**src/rtl/sha256_msg_sequencer.sv**
```systemverilog
// sha256_msg_sequencer: packs 32-bit message words into padded SHA-256 blocks
// and sequences them through an external compression core.
module sha256_msg_sequencer #(
    parameter int LEN_W = 64
) (
    input  logic         clk,
    input  logic         rst,
    input  logic         in_valid,
    output logic         in_ready,
    input  logic [31:0]  in_data,
    input  logic         in_last,
    input  logic [1:0]   in_bytes,
    output logic         digest_valid,
    output logic [255:0] digest,
    output logic         busy,
    output logic         core_start,
    output logic [511:0] core_block,
    output logic         core_use_iv,
    output logic [255:0] core_iv,
    input  logic         core_done,
    input  logic [255:0] core_hash
);
    typedef enum logic [2:0] {FILL, PAD2, ISSUE, WAIT, RELEASE, OUT} state_t;

    state_t            state, state_nx;
    logic [0:15][31:0] blk;
    logic [3:0]        idx;
    logic [LEN_W-1:0]  cnt, cnt_nx;
    logic              first, fin, extra, extra_80;
    logic [255:0]      chain;
    logic              acc, part;
    logic [5:0]        add;
    logic [31:0]       lw;
    logic [4:0]        p;
    logic [63:0]       len_nx, len_cur;

    assign acc = in_valid && in_ready;
    assign part = in_last && in_bytes != 2'd0;
    assign add = part ? {1'b0, in_bytes, 3'b000} : 6'd32;
    assign cnt_nx = cnt + LEN_W'(add);
    assign len_nx = 64'(cnt_nx);
    assign len_cur = 64'(cnt);
    // p is the first block word left free after the message and its 0x80 marker
    assign p = {1'b0, idx} + (part ? 5'd1 : 5'd2);
    assign lw = !part ? in_data :
                in_bytes == 2'd1 ? {in_data[31:24], 24'h800000} :
                in_bytes == 2'd2 ? {in_data[31:16], 16'h8000} :
                {in_data[31:8], 8'h80};

    assign in_ready = state == FILL && !rst;
    assign busy = !(state == FILL && idx == 4'd0 && first);
    assign core_start = state == ISSUE || state == WAIT;
    assign core_use_iv = !first;
    assign core_iv = chain;
    assign core_block = blk;

    always_comb begin
        state_nx = state;
        case (state)
            FILL:    if (acc && (in_last || idx == 4'd15)) state_nx = ISSUE;
            PAD2:    state_nx = ISSUE;
            ISSUE:   state_nx = WAIT;
            WAIT:    if (core_done) state_nx = RELEASE;
            RELEASE: if (!core_done) state_nx = fin ? OUT : extra ? PAD2 : FILL;
            OUT:     state_nx = FILL;
            default: state_nx = FILL;
        endcase
    end

    always_ff @(posedge clk or posedge rst) begin
        if (rst) begin
            state        <= FILL;
            blk          <= '0;
            idx          <= 4'd0;
            cnt          <= '0;
            first        <= 1'b1;
            fin          <= 1'b0;
            extra        <= 1'b0;
            extra_80     <= 1'b0;
            chain        <= '0;
            digest       <= '0;
            digest_valid <= 1'b0;
        end else begin
            state        <= state_nx;
            digest_valid <= state == OUT;
            if (acc) begin
                cnt <= cnt_nx;
                idx <= idx + 4'd1;
                if (!in_last) begin
                    blk[idx] <= in_data;
                end else begin
                    for (int j = 0; j < 16; j++)
                        if (j == int'(idx)) blk[4'(j)] <= lw;
                        else if (j == int'(idx) + 1 && !part) blk[4'(j)] <= 32'h8000_0000;
                        else if (j >= int'(p))
                            blk[4'(j)] <= p > 5'd14 ? 32'h0 : j == 14 ? len_nx[63:32] :
                                          j == 15 ? len_nx[31:0] : 32'h0;
                    fin      <= (p <= 5'd14);
                    extra    <= (p > 5'd14);
                    extra_80 <= !part && idx == 4'd15;
                end
            end
            if (state == PAD2) begin
                for (int j = 0; j < 16; j++)
                    blk[4'(j)] <= j == 0 && extra_80 ? 32'h8000_0000 : j == 14 ? len_cur[63:32] :
                                  j == 15 ? len_cur[31:0] : 32'h0;
                fin   <= 1'b1;
                extra <= 1'b0;
            end
            if (state == WAIT && core_done) begin
                chain <= core_hash;
                first <= 1'b0;
            end
            if (state == OUT) begin
                digest <= chain;
                idx    <= 4'd0;
                cnt    <= '0;
                first  <= 1'b1;
                fin    <= 1'b0;
            end
        end
    end
endmodule
```
**config.mk**
```make
export PLATFORM = sky130hd
export DESIGN_NAME = sha256_msg_sequencer
export DESIGN_NICKNAME = d
export VERILOG_FILES = /design/src/rtl/sha256_msg_sequencer.sv
export SDC_FILE = /design/constraint.sdc
export NUM_CORES = 2
export LEC_CHECK = 0
export CAP_MARGIN = 20
export CORE_AREA = 3 3 519 521
export DETAILED_ROUTE_END_ITERATION = 8
export DIE_AREA = 0 0 522 524
export PLACE_DENSITY = 0.42
export SLEW_MARGIN = 15
export SYNTH_ARGS = -nofsm -noshare
export SYNTH_HDL_FRONTEND = slang
export SYNTH_SLANG_ARGS = --single-unit
```
**constraint.sdc**
```tcl
create_clock -name clk -period 38.7 [get_ports clk]
set_input_delay 5.805 -clock clk [delete_from_list [all_inputs] [get_ports clk]]
set_output_delay 5.805 -clock clk [all_outputs]
set_load 0.01 [all_outputs]
```
== Word level (Yosys, flattened, before mapping) ==
Cells that the tools add are included.
Storage, ports and cells
  output and inout bits: 1029
  register bits after elaboration: 1036
  input port bits: 295
Cells by class
  add/subtract/negate cells: 3
  muxes and demuxes: 53
  bitwise gates (word level): 2
  magnitude comparators: 12
  reduce and logical (&&, ||, !) cells: 47
  eq/ne operators: 33
Operators by type and width (count)
  two-way mux 32 bit: 26
  two-way mux 256 bit: 3
  bitwise mux 512 bit: 1
  two-way mux 512 bit: 1
  demux 32 bit (select 4 bit): 1
  equality test 4 x 32 -> 1 bit, first input constant: 4
  equality test 3 x 32 -> 1 bit, first input constant: 2
  two-way mux 24 bit: 2
  inequality test 5 x 1 -> 1 bit, second input constant: 8
  equality test 2 x 32 -> 1 bit, first input constant: 1
  logical NOT 32 bit: 1
  AND reduction 2 bit: 12
  >= comparator 3 x 5 -> 1 bit, first input constant: 4
  logical AND 1 bit: 17
  equality test 4 bit, first input constant: 4
  two-way mux 16 bit: 1
  one-hot mux 3 bit (5 select lines): 1
  two-way mux 3 bit: 4
  >= comparator 1 x 5 -> 1 bit, first input constant: 2
  >= comparator 2 x 5 -> 1 bit, first input constant: 2
  two-way mux 1 bit: 10
  nonzero test 2 bit: 5
  equality test 3 x 4 -> 1 bit, first input constant: 2
  logical NOT 4 bit: 2
  25 further kinds: 34

== Longest topological paths before layout ==
  depth after elaboration: 11
  depth in mapped cells: 14

== Worst setup path after synthesis ==
Ideal clock, no wire load.
  path kind: input to output
  from: input rst
  to: output in_ready
  required time: 32.895 ns
  stages on the path: 1
  arrival time: 6.158 ns
  slack: 26.737 ns
  cell sequence: nor4_1
Between the ends
  word-level cells in the longest chain between the ends: 2
RTL lines
  from (decl): RTL line 7  | input logic rst,
  logical NOT 1 bit (no line)
  logical AND 1 bit: RTL line 50  | assign in_ready = state == FILL && !rst;
  to (decl): RTL line 9  | output logic in_ready,
Every way passes these cells.

== Worst setup path after layout ==
Ends and elaborated chain as after synthesis.

==> out/qor.yml <==
global_route:
  grt_usage_pct: 15.11
  grt_pass1_wl_microns: 287100
  antenna_found_initial: 16
  grt_pass1_vias: 31280
  grt.overflow.total: 0
  grt_max_degree: 146
drt:
  met3_length_microns: 16740
  routed_via_density: 3.723
  drcViolationCount: 0
  routed_wl_microns: 214900
  wl_met2_microns: 112700
  ant_nets: 0
  top_layer: "met5"
  drt_iter0_markers: 1507
  vias: 29710
  drtPass1Iterations: 5
  wl_met1_microns: 80850
  post_drt_wl_per_cell_microns: 26.93
clock_tree:
  cts-root-buf: "clkbuf_16"
  clk_pin_slew_ns: 0.05
  ctsResizeCount: 0
  cts_hold_repair.buffers: 0
  cts_setup_buffers: 0
  clk_path_buf_depth: 4
  htree_levels: 4
  tritoncts: "yes"
  cts.sinks: 1036
  numCtsBuffers: 141
  clk_latency_ns: 0.79
setup_path:
  cp_slowest_cell: "clkdlybuf4s50_1"
  worst_setup_path_start_kind: "input pin"
  cp_max_fo: 3
  cp.arrival_ns: 7.28
  rrSetupSlack_ns: 33.34
  rr_endpoint: "core_iv[28]"
  critPathLaunch: "rst"
  cpMostUsedCell: "clkdlybuf4s50_1"
  critPathCaptureType: "primary output"
  rr_worst_depth: 8
  crit_chain: "clkdlybuf4s50_1 -> nor4_1 -> clkdlybuf4s50_1"
  max_stage_delay_ns: 0.63
  critPathRequiredTime_ns: 32.90
  worstReg2RegStart: "state[2]"
  crit_type: "in2out"
power:
  p_per_area_nw_per_um2: 72.57
  irDropWorstVdd_mv: 0.04475
  power.total_w: 0.004460
  p_leak_nw: 27.24
worst_hold_path:
  hold_start: "core_iv[28]"
  worstHoldEndpoint: "digest[28]"
  hold_path.class: "reg2reg"
  min_path_cells: 2
sta:
  worst_slack_ns: 25.61
  period_needed_ns: 13.09
  relSlewSlack_pct: 26.53
  skew_ns: 0.06090
  tightest_slew_ns: 1.098
  hold_viol: 0
  rsz0062_at_grt: "false"
  fmax_mhz: 76.40
  setup_viol: 0
  fin_tns_setup_ns: 0
  period_share_pct: 33.82
  maxSlewViolCount: 0
die:
  rows: 189
  die_x_microns: 522
  core_area_sq_um: 265100
  start_util_pct: 14.95
  fp.dieH_microns: 524
  die_area_sq_um: 273500
  ios: 1324
synth:
  ys_seq_area_share_pct: 65.43
  syn_area_per_cell_sq_um: 13.14
  synth-seq-cells: 1036
  synth_area_sq_um: 39630
  synth_fp_nets: 3319
  ys.flop_type: "dfrtp_1"
  synth.most_common_cell: "dfrtp_1"
  synth_largest_area_cell: "dfrtp_1"
  ys_top_cells_by_count: "1035 x dfrtp_1, 836 x nand2_1, 391 x mux2_2"
  ys_types: 59
  async_reset_ff_share_pct: 100.0
  synth.area.top_cells: "dfrtp_1 65%, mux2_2 11%, nand2_1 7.9%"
  yosysWarnings: 0
  synth_edf_count: 0
  netlist_instances: 3015
  synth_top_area_share_pct: 65.36
place:
  place.port_buffers: 1323
  gp_congestion: 0.8041
  hpwlAfterDp_microns: 165800
  place_ws_ns: 25.66
layout:
  utilization_pct: 23.18
  fillers: 28180
  area_delta_synth_final_pct: 55.10
  layout-drive-gt1-share_pct: 18.22
  nets: 4652
run:
  drv_cap: 0
status:
  run_status: "completed"
-- flip-flops by register name, summed over array words and instances, names as in the netlist --
register,cells
first,1
idx,4
extra_80,1
extra,1
digest,256
core_iv,256
core_block,512
state,3
fin,1
digest_valid,1
-- critical path: cells and delay by family --
| family | cells | cell delay, ns |
|---|---|---|
| buf+inv | 2 | 1.20 |
| simple gates | 1 | 0.28 |
-- per-stage QoR --
step,cell area (sq um),cells,hold WS [ns]
2_1_floorplan,39630,3015,0.4467
3_3_place_gp,56990,7736,0.4613
3_5_place_dp,56990,7737,0.4613
4_1_cts,61420,7972,0.4580
5_1_grt,61450,7975,0.4883
6_report,61460,7980,0.4624
-- cells in the final DEF (no fill, tap or decap), types with 7 or more instances in the layout --
cell type / instances
a32o_1: 44
nand3_1: 9
o21ai_0: 14
clkbuf_8: 27
clkinv_2: 15
inv_1: 10
dfrtp_1: 1035
nand2_1: 832
clkbuf_16: 144
nor2_1: 26
diode_2: 7
mux2_4: 112
ha_1: 9
clkbuf_1: 34
mux2_2: 391
o2bb2ai_1: 129
buf_4: 65
clkdlybuf4s50_1: 1322
a21oi_1: 13
a22o_1: 79
-- final cells by class --
| cell class | instances | area, sq um | area share (%) |
|---|---|---|---|
| multi-input combinational | 1764 | 12800 | 20.82 |
| sequential | 1036 | 25930 | 42.18 |
| timing repair buffer | 1393 | 13820 | 22.48 |
| clock inverter | 30 | 317.8 | 0.5171 |
| tap | 3533 | 4420 | 7.192 |
| clock buffer | 205 | 4103 | 6.675 |
| antenna | 7 | 17.52 | 0.02850 |
| inverter | 12 | 60.06 | 0.09772 |
-- kinds of logic (layout without fill, tap and decap cells) --
family / after synthesis / after routing / share of synthesized area, %
other: 0 / 7 / 0
multiplexers: 505 / 505 / 15.41
AND/OR/NAND/NOR: 924 / 924 / 9.305
buffers and inverters: 215 / 1640 / 2.580
AO/OA/AOI/OAI: 318 / 318 / 6.817
flip-flops: 1036 / 1036 / 65.43
XOR/XNOR: 8 / 8 / 0.1768
adder cells (fa/ha/maj): 9 / 9 / 0.2842
-- power breakdown --
group / switching (W) / internal (W) / total [W]
registers: 0.000291 / 0.00137 / 0.00166
clock network: 0.000503 / 0.000765 / 0.00127
logic: 0.000804 / 0.000731 / 0.00153
-- layer usage --
layer	track usage, %	up-vias
met5	0	-
met4	3.481	14
met3	4.886	237
met2	27.74	1224
met1	16.81	15170
li1	-	13060
-- how the worst max path moves through the flow --
stage	endpoint	slack, ns
3_5_place_dp	in_ready	25.66
6_report	in_ready	25.61
2_1_floorplan	core_block[0]	3.74
4_1_cts	in_ready	25.64
5_1_grt	in_ready	25.57
3_3_place_gp	in_ready	25.60
Power figures use the tool's default switching activity.
